==> config.mk <==
export PLATFORM = sky130hd
export DESIGN_NAME = imm_gen_stage_flat
export DESIGN_NICKNAME = d
export VERILOG_FILES = /design/src/rtl/imm_gen_stage_if.sv /design/src/rtl/imm_gen_stage.sv /design/src/flat_wrapper.sv
export SDC_FILE = /design/constraint.sdc
export NUM_CORES = 1
export LEC_CHECK = 0
export CAP_MARGIN = 15
export CORE_UTILIZATION = 55
export CTS_BUF_LIST = sky130_fd_sc_hd__clkbuf_8
export DETAILED_ROUTE_END_ITERATION = 8
export PLACE_DENSITY = 0.84
export SETUP_SLACK_MARGIN = 0.15
export SLEW_MARGIN = 20
export SYNTH_ARGS = -nofsm -noshare
export SYNTH_HDL_FRONTEND = slang
export SYNTH_SLANG_ARGS = --single-unit
==> constraint.sdc <==
create_clock -name clk -period 6.45 [get_ports clk]
set_input_delay 1.29 -clock clk [delete_from_list [all_inputs] [get_ports clk]]
set_output_delay 1.29 -clock clk [all_outputs]
set_load 0.03 [all_outputs]
==> src/rtl/imm_gen_stage_if.sv <==
// Handshake bundle between decode control and the immediate generator.
// master drives instructions and consumes immediates; slave is the stage.
interface imm_gen_stage_if #(
    parameter int XLEN = 32,
    parameter int ILEN = 32
);
    logic            in_valid;
    logic            in_ready;
    logic [ILEN-1:0] inst;
    logic [2:0]      fmt;
    logic            out_valid;
    logic            out_ready;
    logic [XLEN-1:0] imm_out;
    logic            fmt_err;

    modport master (
        output in_valid, inst, fmt, out_ready,
        input  in_ready, out_valid, imm_out, fmt_err
    );

    modport slave (
        input  in_valid, inst, fmt, out_ready,
        output in_ready, out_valid, imm_out, fmt_err
    );
endinterface

==> src/rtl/imm_gen_stage.sv <==
// Pipelined RV32I/RV64I immediate generator.
// Output register (main) plus one skid entry keeps full throughput under
// backpressure; in_ready is a flop equal to "skid entry free".
module imm_gen_stage #(
    parameter int XLEN = 32,
    parameter int ILEN = 32
) (
    input  logic           clk,
    input  logic           rst,
    input  logic           flush,
    imm_gen_stage_if.slave bus
);

    if (XLEN != 32 && XLEN != 64) begin : g_bad_xlen
        $error("imm_gen_stage: XLEN must be 32 or 64");
    end
    if (ILEN != 32) begin : g_bad_ilen
        $error("imm_gen_stage: ILEN must be 32");
    end

    localparam logic [2:0] FMT_NONE  = 3'd0;
    localparam logic [2:0] FMT_I     = 3'd1;
    localparam logic [2:0] FMT_S     = 3'd2;
    localparam logic [2:0] FMT_B     = 3'd3;
    localparam logic [2:0] FMT_U     = 3'd4;
    localparam logic [2:0] FMT_J     = 3'd5;
    localparam logic [2:0] FMT_SHAMT = 3'd6;

    logic            s;
    logic [31:0]     low;
    logic            sign_fill;
    logic [5:0]      shamt;
    logic [XLEN-1:0] imm_new;
    logic            err_new;

    logic            main_valid_q, main_valid_d;
    logic [XLEN-1:0] main_imm_q,   main_imm_d;
    logic            main_err_q,   main_err_d;
    logic            skid_valid_q, skid_valid_d;
    logic [XLEN-1:0] skid_imm_q,   skid_imm_d;
    logic            skid_err_q,   skid_err_d;
    logic            in_ready_q;

    logic            accept;
    logic            xfer;

    // Opcode bits never contribute to an immediate.
    logic            unused_opcode;
    assign unused_opcode = ^bus.inst[6:0];

    assign s     = bus.inst[31];
    assign shamt = (XLEN == 64) ? bus.inst[25:20] : {1'b0, bus.inst[24:20]};

    // Immediate construction: low 32 bits per format, upper bits are the sign
    // for every signed format and zero for shamt/none/reserved.
    always_comb begin
        low       = '0;
        sign_fill = 1'b0;
        err_new   = 1'b0;
        case (bus.fmt)
            FMT_NONE: low = '0;
            FMT_I: begin
                low       = {{20{s}}, bus.inst[31:20]};
                sign_fill = 1'b1;
            end
            FMT_S: begin
                low       = {{20{s}}, bus.inst[31:25], bus.inst[11:7]};
                sign_fill = 1'b1;
            end
            FMT_B: begin
                low       = {{19{s}}, s, bus.inst[7], bus.inst[30:25],
                             bus.inst[11:8], 1'b0};
                sign_fill = 1'b1;
            end
            FMT_U: begin
                low       = {bus.inst[31:12], 12'b0};
                sign_fill = 1'b1;
            end
            FMT_J: begin
                low       = {{11{s}}, s, bus.inst[19:12], bus.inst[20],
                             bus.inst[30:21], 1'b0};
                sign_fill = 1'b1;
            end
            FMT_SHAMT: low = {26'b0, shamt};
            default: begin
                low     = '0;
                err_new = 1'b1;
            end
        endcase
        imm_new       = {XLEN{sign_fill & s}};
        imm_new[31:0] = low;
    end

    assign accept = bus.in_valid && in_ready_q;
    assign xfer   = main_valid_q && bus.out_ready;

    // Next state of the two entries; flush drops both valids but keeps data.
    always_comb begin
        main_valid_d = main_valid_q;
        main_imm_d   = main_imm_q;
        main_err_d   = main_err_q;
        skid_valid_d = skid_valid_q;
        skid_imm_d   = skid_imm_q;
        skid_err_d   = skid_err_q;
        if (flush) begin
            main_valid_d = 1'b0;
            skid_valid_d = 1'b0;
        end else if (skid_valid_q) begin
            // in_ready is low here, so no accept can coincide.
            if (xfer) begin
                main_valid_d = 1'b1;
                main_imm_d   = skid_imm_q;
                main_err_d   = skid_err_q;
                skid_valid_d = 1'b0;
            end
        end else if (!main_valid_q || xfer) begin
            if (accept) begin
                main_valid_d = 1'b1;
                main_imm_d   = imm_new;
                main_err_d   = err_new;
            end else begin
                main_valid_d = 1'b0;
            end
        end else if (accept) begin
            skid_valid_d = 1'b1;
            skid_imm_d   = imm_new;
            skid_err_d   = err_new;
        end
    end

    // Entry registers with asynchronous reset; in_ready tracks the free skid.
    always_ff @(posedge clk or posedge rst) begin
        if (rst) begin
            main_valid_q <= 1'b0;
            main_imm_q   <= '0;
            main_err_q   <= 1'b0;
            skid_valid_q <= 1'b0;
            skid_imm_q   <= '0;
            skid_err_q   <= 1'b0;
            in_ready_q   <= 1'b1;
        end else begin
            main_valid_q <= main_valid_d;
            main_imm_q   <= main_imm_d;
            main_err_q   <= main_err_d;
            skid_valid_q <= skid_valid_d;
            skid_imm_q   <= skid_imm_d;
            skid_err_q   <= skid_err_d;
            in_ready_q   <= !skid_valid_d;
        end
    end

    assign bus.out_valid = main_valid_q;
    assign bus.imm_out   = main_imm_q;
    assign bus.fmt_err   = main_err_q;
    assign bus.in_ready  = in_ready_q;

endmodule

==> src/flat_wrapper.sv <==
// flat-port wrapper written by rule: the top's interface ports become plain ports
module imm_gen_stage_flat 
#(
    parameter int XLEN = 32,
    parameter int ILEN = 32
)
  (clk, rst, flush, bus_in_valid, bus_inst, bus_fmt, bus_out_ready, bus_in_ready, bus_out_valid, bus_imm_out, bus_fmt_err);
  imm_gen_stage_if #(.XLEN(XLEN), .ILEN(ILEN)) bus_i ();
  input  logic clk;
  input  logic rst;
  input  logic flush;
  input wire logic [$bits(bus_i.in_valid)-1:0] bus_in_valid;
  input wire logic [$bits(bus_i.inst)-1:0] bus_inst;
  input wire logic [$bits(bus_i.fmt)-1:0] bus_fmt;
  input wire logic [$bits(bus_i.out_ready)-1:0] bus_out_ready;
  output wire logic [$bits(bus_i.in_ready)-1:0] bus_in_ready;
  output wire logic [$bits(bus_i.out_valid)-1:0] bus_out_valid;
  output wire logic [$bits(bus_i.imm_out)-1:0] bus_imm_out;
  output wire logic [$bits(bus_i.fmt_err)-1:0] bus_fmt_err;
  assign bus_i.in_valid = bus_in_valid;
  assign bus_i.inst = bus_inst;
  assign bus_i.fmt = bus_fmt;
  assign bus_i.out_ready = bus_out_ready;
  assign bus_in_ready = bus_i.in_ready;
  assign bus_out_valid = bus_i.out_valid;
  assign bus_imm_out = bus_i.imm_out;
  assign bus_fmt_err = bus_i.fmt_err;
  imm_gen_stage #(.XLEN(XLEN), .ILEN(ILEN)) u_core (.clk(clk), .rst(rst), .flush(flush), .bus(bus_i));
endmodule
==> results of run 1 <==
==> worst reg2reg max path: cells and delay by family (launching register included) <==
family,cells,cell delay (ns)
compound gates,1,0.44
simple gates,1,0.53
flops,1,0.32
buf+inv,2,1.03
==> report_power, final <==
group	total [mW]	internal, mW	switching, mW	leakage [nW]
sequential	0.603	0.541	0.0618	0.875
combinational	0.480	0.227	0.253	1.01
clock	0.401	0.227	0.173	0.112
==> flip-flops by register name, summed over array words and instances, names as in the netlist <==
register / flops
u_core.skid_imm_q: 32
u_core.bus.out_valid: 1
u_core.bus.in_ready: 1
u_core.bus.fmt_err: 1
u_core.skid_err_q: 1
u_core.skid_valid_q: 1
u_core.bus.imm_out: 32
==> layout make-up <==
| cell class | instances | share of cell area (%) |
|---|---|---|
| inverters | 12 | 0.949 |
| well taps | 96 | 2.53 |
| flip-flops and latches | 69 | 36.4 |
| clock inverters | 6 | 1.82 |
| repair buffers | 72 | 14.9 |
| clock buffers | 10 | 2.90 |
| multi-input cells | 248 | 40.5 |
==> final timing paths <==
check,to,startpoint,slack (ns),cells after the start
worst max-delay path,u_core.skid_imm_q[23],bus_fmt[0],3.15,4
max in group asynchronous,u_core.bus.imm_out[13],rst,4.38,3
worst min register to register,u_core.skid_imm_q[18],u_core.skid_imm_q[18],0.51,1
min in group asynchronous,u_core.bus.imm_out[7],rst,1.50,3
worst max register to register,u_core.bus.imm_out[26],u_core.skid_valid_q,4.01,4
worst min-delay path,u_core.skid_imm_q[18],u_core.skid_imm_q[18],0.51,1
==> layer usage <==
layer | vias to the layer above | wire [um]
met4 | 0 | 223
met3 | 20 | 523
met1 | 1632 | 4280
li1 | 1490 | -
met2 | 117 | 4440
met5 | - | 0
==> placed cells by master (no fill, tap or decap), types with 2 or more instances in the layout <==
cell type and instances:
a211o_1 2, a21oi_1 12, a22oi_1 11, a31oi_1 9
a41oi_1 12, and3_1 2, buf_4 5, bufinv_16 2
clkbuf_8 10, clkdlybuf4s50_1 67, clkinv_1 2, clkinv_2 2
dfrtp_1 68, inv_1 9, mux2_2 34, mux2_4 10
mux2i_1 4, nand2_1 18, nand2b_1 6, nand3_1 4
nand3b_1 27, nand4b_1 5, nor2_1 12, nor2b_1 7
nor3_1 10, o211ai_1 2, o21a_1 9, o21ai_0 9
o41ai_1 29, or4bb_1 2
==> cells by family (layout without fill, tap and decap cells) <==
| family | count (synthesis) | count (layout) | synth area share [%] |
|---|---|---|---|
| DFF | 69 | 69 | 44.4 |
| muxes | 48 | 48 | 14.7 |
| buffers and inverters | 55 | 100 | 6.40 |
| and+or+nand+nor | 101 | 101 | 15.4 |
| AOI/OAI and AO/OA | 99 | 99 | 19.0 |
==> per-stage QoR <==
step / hold slack (ns) / setup slack (ns) / total power [mW] / instances
floorplan: 0.479 / 3.42 / 0.903 / 372
global placement: 0.486 / 2.57 / 1.07 / 497
detailed placement: 0.493 / 2.86 / 1.09 / 497
CTS: 0.509 / 3.23 / 1.49 / 513
global route: 0.528 / 2.97 / 1.55 / 513
finish: 0.507 / 3.15 / 1.48 / 513
==> results_dict.tcl, run 1 <==
set metrics [dict create \
    status "complete, no violations" \
    yosysMostFrequentCell "dfrtp_1" \
    peakVddDrop_v 0.000213 \
    syn_area_per_cell_um2 10.5 \
    yosysSeqAreaShare_pct 44.4 \
    nets 452 \
    drc_errors 0 \
    n_antenna_cell 0 \
    final.setup.tns_ns 0 \
    insertion_delay_ns 0.36 \
    synth.cell_area_mm2 0.00389 \
    p_leak_nw 1.99 \
    drtAntennaViolNets 0 \
    post_cts_buffers 0 \
    grt_pass1_vias 3126 \
    critPathKind "input pin to flop" \
    htree_levels 3 \
    maxCapViolations 0 \
    ios 75 \
    port_buffers 67 \
    routabilityCongestion 0.768 \
    synth_cells 372 \
    synth_top_area_share_pct 43.8 \
    avgViaCountPerCell 6.35 \
    synthTopCellsByArea "dfrtp_1, mux2_2, o41ai_1" \
    regArea_mm2 0.00173 \
    use_met3_pct 8.08 \
    num_rows 30 \
    critPathBufInv 1 \
    syn_to_final_growth_pct 22.0 \
    cts.clk_slew.worst_paths_ns 0.07 \
    holdCritPathClass "flop to flop" \
    placed_area_mm2 0.00452 \
    top_usage_layer "met2" \
    ys_top_cells_by_count "dfrtp_1, mux2_2, clkbuf_1" \
    synth_edf_count 0 \
    post_cts_resized 0 \
    ys_ff_latch 69 \
    cts.sinks 69 \
    wl_per_cell_um 18.5 \
    grt_pass1_wl_um 15500 \
    drtPass1Iterations 5 \
    drt_iter0_markers 197 \
    cts_root_buf "clkbuf_8" \
    cts_hold_buf 0 \
    grt_overflow 0 \
    worstPathCellList "clkdlybuf4s50_1 > a21oi_1 > a22oi_1 > mux2_2" \
    crit_family "compound AO/OA/AOI/OAI gates" \
    die_h_um 86.1 \
    syn-num-nets 412 \
    crit_slowest_cell "a21oi_1" \
    initial_utilization_pct 57.2 \
    multi_input_area_mm2 0.00192 \
    clock_skew_ns 0.0114 \
    n_fill_cell 499 \
    rsz0062_at_grt "no" \
    fmax_ghz 0.303 \
    dieWidth_um 86.1 \
    post-route-period-util_pct 51.1 \
    grt_max_degree 70 \
    required_ns 6.69 \
    final_area_mm2 0.00475 \
    tightest_slew_ns 0.948 \
    vias 3259 \
    synth_top_cell_by_area "dfrtp_1" \
    synth.distinct_cells 40 \
    crit_fanout 30 \
    utilization_pct 69.9 \
    slew_headroom_pct 36.7 \
    maxSlewViolCount 0 \
    start_kind "input pin" \
    use_met1_pct 37.5 \
    report.final.hold_viol_count 0 \
    grt_use_met2_pct 41.8 \
    cts_max_path_buffers 2 \
    cts_tree "done" \
    synth-main-ff-cell "dfrtp_1" \
    cts-buffers-inserted 9 \
    core_region_area_mm2 0.00679 \
    async_flop_share_pct 100 \
    drive_above_1_share_pct 16.8 \
    hpwl_um 6210 \
    setup_viol 0 \
    dieArea_mm2 0.00741 \
    min_period_ns 3.30 \
    cp_data_arrival_time_ns 3.54 \
    antenna_found_initial 0 \
    track_usage_pct 27.6 \
    max_stage_delay_ns 0.88 \
    power_density_mw_per_mm2 312 \
    synth-warning-count 0 \
    routed_wl_um 9470 \
    cp-end-kind "flop" \
]
Power figures use the tool's default switching activity.
==> run 2, diff against run 1 <==
- CORE_UTILIZATION: 55 -> 49
- PLACE_DENSITY: 0.84 -> 0.79
- clock period: 6.45 -> 3 ns (I/O delays scaled with it)
==> results_dict.tcl, run 2 (same netlist as run 1, synthesis figures left out) <==
set metrics [dict create \
    tightest_slew_ns 0.892 \
    drc_errors 0 \
    hpwl_um 6630 \
    r2r.worst_path.cells 4 \
    maxCapViolations 0 \
    cp_data_arrival_time_ns 2.44 \
    placed_area_mm2 0.00461 \
    core_region_area_mm2 0.00769 \
    final_common_cell "dfrtp_1" \
    nets 463 \
    sw_frac_of_total_pct 32.3 \
    antenna_found_initial 0 \
    min_path_cells 1 \
    worstPathCellList "clkdlybuf4s50_1 > a21oi_1 > nor4_2 > buf_4 > mux2_2" \
    routabilityCongestion 0.775 \
    combPwrFrac_pct 32.2 \
    intPower_mw 2.18 \
    insertion_delay_ns 0.35 \
    cts_tree "done" \
    drive_above_1_share_pct 18.7 \
    crit_slowest_cell "a21oi_1" \
    die_h_um 91.1 \
    dieArea_mm2 0.00830 \
    drtPass1Iterations 5 \
    min_period_ns 2.21 \
    power_density_mw_per_mm2 664 \
    routed_wl_um 9360 \
    report.final.hold_viol_count 0 \
    final.setup.tns_ns 0 \
    slew_headroom_pct 40.6 \
    final_cell_mix "dfrtp_1, clkdlybuf4s50_1, mux2_2, o41ai_1, nand3b_1" \
    grt_pass1_wl_um 15700 \
    start_kind "input pin" \
    clock_skew_ns 0.00672 \
    highest_layer "met4" \
    post-route-period-util_pct 73.8 \
    htree_levels 3 \
    wl_per_cell_um 17.7 \
    cts-buffers-inserted 9 \
    critPathBufInv 2 \
    fmax_ghz 0.452 \
    post_cts_buffers 0 \
    grt_overflow 0 \
    final_area_mm2 0.00484 \
    n_antenna_cell 0 \
    setup_viol 0 \
    met1Wirelength_um 4250 \
    cts.clk_slew.worst_paths_ns 0.08 \
    drt_iter0_markers 163 \
    max_stage_delay_ns 0.74 \
    crit_family "compound AO/OA/AOI/OAI gates" \
    peakVddDrop_v 0.000342 \
    dieWidth_um 91.1 \
    p_seq_share_pct 40.4 \
    ios 75 \
    rsz0062_at_grt "no" \
    grt_pass1_vias 3241 \
    grt_max_degree 42 \
    holdCritPathClass "flop to flop" \
    vias 3212 \
    syn_to_final_growth_pct 24.5 \
    critPathKind "input pin to flop" \
    status "complete, no violations" \
    avgViaCountPerCell 6.06 \
    cts_hold_buf 0 \
    cts.sinks 69 \
    cts_root_buf "clkbuf_8" \
    crit_fanout 20 \
    required_ns 3.23 \
    drtAntennaViolNets 0 \
    p_switching_mw 1.04 \
    track_usage_pct 23.8 \
    port_buffers 67 \
    num_rows 32 \
    met3_length_um 423 \
    initial_utilization_pct 50.6 \
    cp.depth 5 \
    wl_met2_um 4440 \
    cts_max_path_buffers 2 \
    cp-end-kind "flop" \
    clockPowerShare_pct 27.4 \
    p_leak_nw 2.05 \
    post_cts_resized 0 \
    maxSlewViolCount 0 \
]
==> run 2: changes by cell type in the layout (fill, tap and decap cells not counted) <==
cell,change
inv_6,+1
buf_4,+11
clkinv_4,-1
nor2_2,-1
nor2_1,+1
clkinv_2,-1
clkbuf_8,+1
==> run 2: per-layer routing <==
| layer | vias up | global-route usage (%) |
|---|---|---|
| li1 | 1502 | - |
| met3 | 23 | 3.94 |
| met4 | 0 | 10.3 |
| met5 | - | 0 |
| met2 | 106 | 38.0 |
| met1 | 1581 | 32.1 |
==> run 2: area by class of cell <==
cell class	instances	area (um^2)
flip-flops and latches	69	1730
inverters	12	45.0
repair buffers	83	791
multi-input cells	248	1920
clock inverters	5	81.3
well taps	102	128
clock buffers	11	151
fillers	629	2850
==> run 2: path summary, 6_finish.rpt <==
| path | startpoint | slack [ns] | to |
|---|---|---|---|
| worst max-delay path | bus_in_valid | 0.79 | u_core.bus.imm_out[10] |
| worst min-delay path | u_core.bus.imm_out[1] | 0.51 | u_core.bus.imm_out[1] |
| worst max register to register | u_core.skid_valid_q | 0.79 | u_core.bus.imm_out[10] |
| worst min register to register | u_core.bus.imm_out[1] | 0.51 | u_core.bus.imm_out[1] |
| max in group asynchronous | rst | 1.62 | u_core.bus.in_ready |
| min in group asynchronous | rst | 0.59 | u_core.bus.imm_out[1] |
==> run 2: power groups by stage <==
stage               registers, mW  logic [mW]  clock network [mW]
finish                       1.30        1.04               0.882
global route                 1.33        1.10               0.926
CTS                          1.30        1.04               0.894
detailed placement           1.31        1.03                   0
global placement             1.30        1.01                   0
floorplan                    1.51       0.431                   0
==> run 2: worst reg2reg max path, stage by stage (launching register included) <==
cell	delay (ns)
dfrtp_1	0.79
a21oi_1	0.36
nor4_2	0.24
buf_4	0.32
mux2_2	0.39
==> run 2: through the flow <==
stage | setup WS (ns) | utilization, % | hold WS (ns) | cells | total power, mW
floorplan | 0.662 | - | 0.479 | 372 | 1.94
global placement | 0.442 | 60.0 | 0.487 | 514 | 2.31
detailed placement | 0.435 | 60.0 | 0.491 | 514 | 2.35
CTS | 0.800 | 63.0 | 0.512 | 530 | 3.23
global route | 0.652 | 63.0 | 0.529 | 530 | 3.35
finish | 0.787 | 63.0 | 0.508 | 530 | 3.22
==> run 3, diff against run 2 <==
- clock period: 3 -> 1.8 ns (I/O delays scaled with it)
==> results_dict.tcl, run 3 (same netlist as run 1, synthesis figures left out) <==
set metrics [dict create \
    status "complete, no violations" \
    drt_iter0_markers 323 \
    required_ns 2.04 \
    critPathKind "flop to flop" \
    cts.sinks 69 \
    routed_wl_um 11600 \
    cp_data_arrival_time_ns 2.02 \
    grt_max_degree 43 \
    ios 75 \
    vias 3629 \
    peakVddDrop_v 0.000650 \
    regArea_mm2 0.00173 \
    crit_fanout 8 \
    cts_tree "done" \
    grt_pass1_vias 3327 \
    n_fill_cell 503 \
    avgViaCountPerCell 6.25 \
    port_buffers 67 \
    track_usage_pct 25.7 \
    holdCritPathClass "input pin to asynchronous set/reset pin" \
    p_leak_nw 2.63 \
    clock_skew_ns 0.0110 \
    fmax_ghz 0.559 \
    antenna_found_initial 0 \
    maxSlewViolCount 0 \
    grt_overflow 0 \
    rrSetupSlack_ns 0.01 \
    final_common_cell "dfrtp_1" \
    routabilityCongestion 0.871 \
    grt_pass1_wl_um 16600 \
    core_region_area_mm2 0.00769 \
    power_density_mw_per_mm2 995 \
    nets 514 \
    final_area_mm2 0.00575 \
    insertion_delay_ns 0.35 \
    drtPass1Iterations 5 \
    num_rows 32 \
    multi_input_area_mm2 0.00225 \
    cts_max_path_buffers 2 \
    report.final.hold_viol_count 0 \
    start_kind "flop" \
    hold_ws_ns 0.308 \
    final_cell_mix "dfrtp_1, buf_4, dlygate4sd2_1, clkdlybuf4s50_1, nand3b_1" \
    r2r.worst_path.cells 4 \
    post-route-period-util_pct 99.3 \
    die_h_um 91.1 \
    drc_errors 0 \
    slew_headroom_pct 70.7 \
    wl_per_cell_um 20.0 \
    cts.clk_slew.worst_paths_ns 0.08 \
    n_antenna_cell 0 \
    tightest_slew_ns 0.434 \
    cp-end-kind "flop" \
    hpwl_um 7050 \
    cts-buffers-inserted 9 \
    htree_levels 3 \
    min_period_ns 1.79 \
    rsz0062_at_grt "yes" \
    maxCapViolations 0 \
    dieArea_mm2 0.00830 \
    drtAntennaViolNets 0 \
    cts_root_buf "clkbuf_8" \
    setup_viol 0 \
    drive_above_1_share_pct 34.9 \
    power.total_mw 5.72 \
    initial_utilization_pct 50.6 \
    placed_area_mm2 0.00503 \
    dieWidth_um 91.1 \
    syn_to_final_growth_pct 47.8 \
]
[run 3: cell types whose count changed in the layout (fill, tap and decap cells not counted), sizes merged]
cell,delta
clkdlybuf4s50,-39
dlymetal6s2s,+2
clkbuf,+4
bufinv,+1
clkinv,+1
clkinvlp,+1
dlygate4sd2,+36
inv,-1
buf,+46
[run 3: what timing repair did]
| action | 4_1_cts | 5_1_grt |
|---|---|---|
| setup endpoints to repair | 93 | 63 |
| resized for setup | 54 | 38 |
| pin swaps | 0 | 2 |
| hold buffers | 0 | 0 |
| setup buffers | 4 | 5 |
| gates cloned | 1 | 7 |
[run 3: power breakdown]
part | total [mW] | switching [mW] | internal (mW)
Sequential | 2.19 | 0.246 | 1.94
Clock | 1.53 | 0.613 | 0.915
Combinational | 2.01 | 1.05 | 0.955
Total | 5.72 | 1.91 | 3.81
[run 3: stage by stage]
stage | std cells | setup TNS [ns] | utilization, % | worst slack, ns
after floorplan | 372 | -1.59 | - | -0.0806
after global placement | 548 | -15.41 | 65.5 | -0.270
after detailed placement | 548 | -16.64 | 65.5 | -0.291
after CTS | 569 | 0 | 69.5 | 0.0656
after global routing | 581 | -0.0466 | 74.8 | -0.0371
final | 581 | 0 | 74.8 | 0.0118
[run 3: worst paths after layout]
check                                              to                   from
max in group asynchronous         u_core.bus.in_ready                    rst
worst max register to register  u_core.skid_imm_q[10]    u_core.bus.in_ready
worst min register to register  u_core.bus.imm_out[3]  u_core.bus.imm_out[3]
min in group clk                u_core.bus.imm_out[3]  u_core.bus.imm_out[3]
worst min-delay path            u_core.skid_imm_q[14]                    rst
worst max-delay path            u_core.skid_imm_q[10]    u_core.bus.in_ready
[run 3: area by class of cell]
class / count / share of cell area, %
clock buffer: 9 / 2.15
clock inverter: 7 / 2.00
inverter: 12 / 0.849
multi-input combinational: 248 / 39.2
sequential: 69 / 30.1
tap: 102 / 2.22
timing repair buffer: 134 / 23.5
[run 3: layer usage]
metal	GRT usage (%)	part of all wire, %	vias to the layer above
met5	0	0	-
met4	10.4	2.3	0
met3	5.11	6.3	32
met2	40.8	49	170
met1	34.5	43	1813
li1	-	-	1614
[run 3: critical path: stages (launching register included)]
cell	delay [ns]
dfstp_2	0.57
nand2_2	0.06
or4_4	0.52
clkbuf_16	0.22
mux2_4	0.29
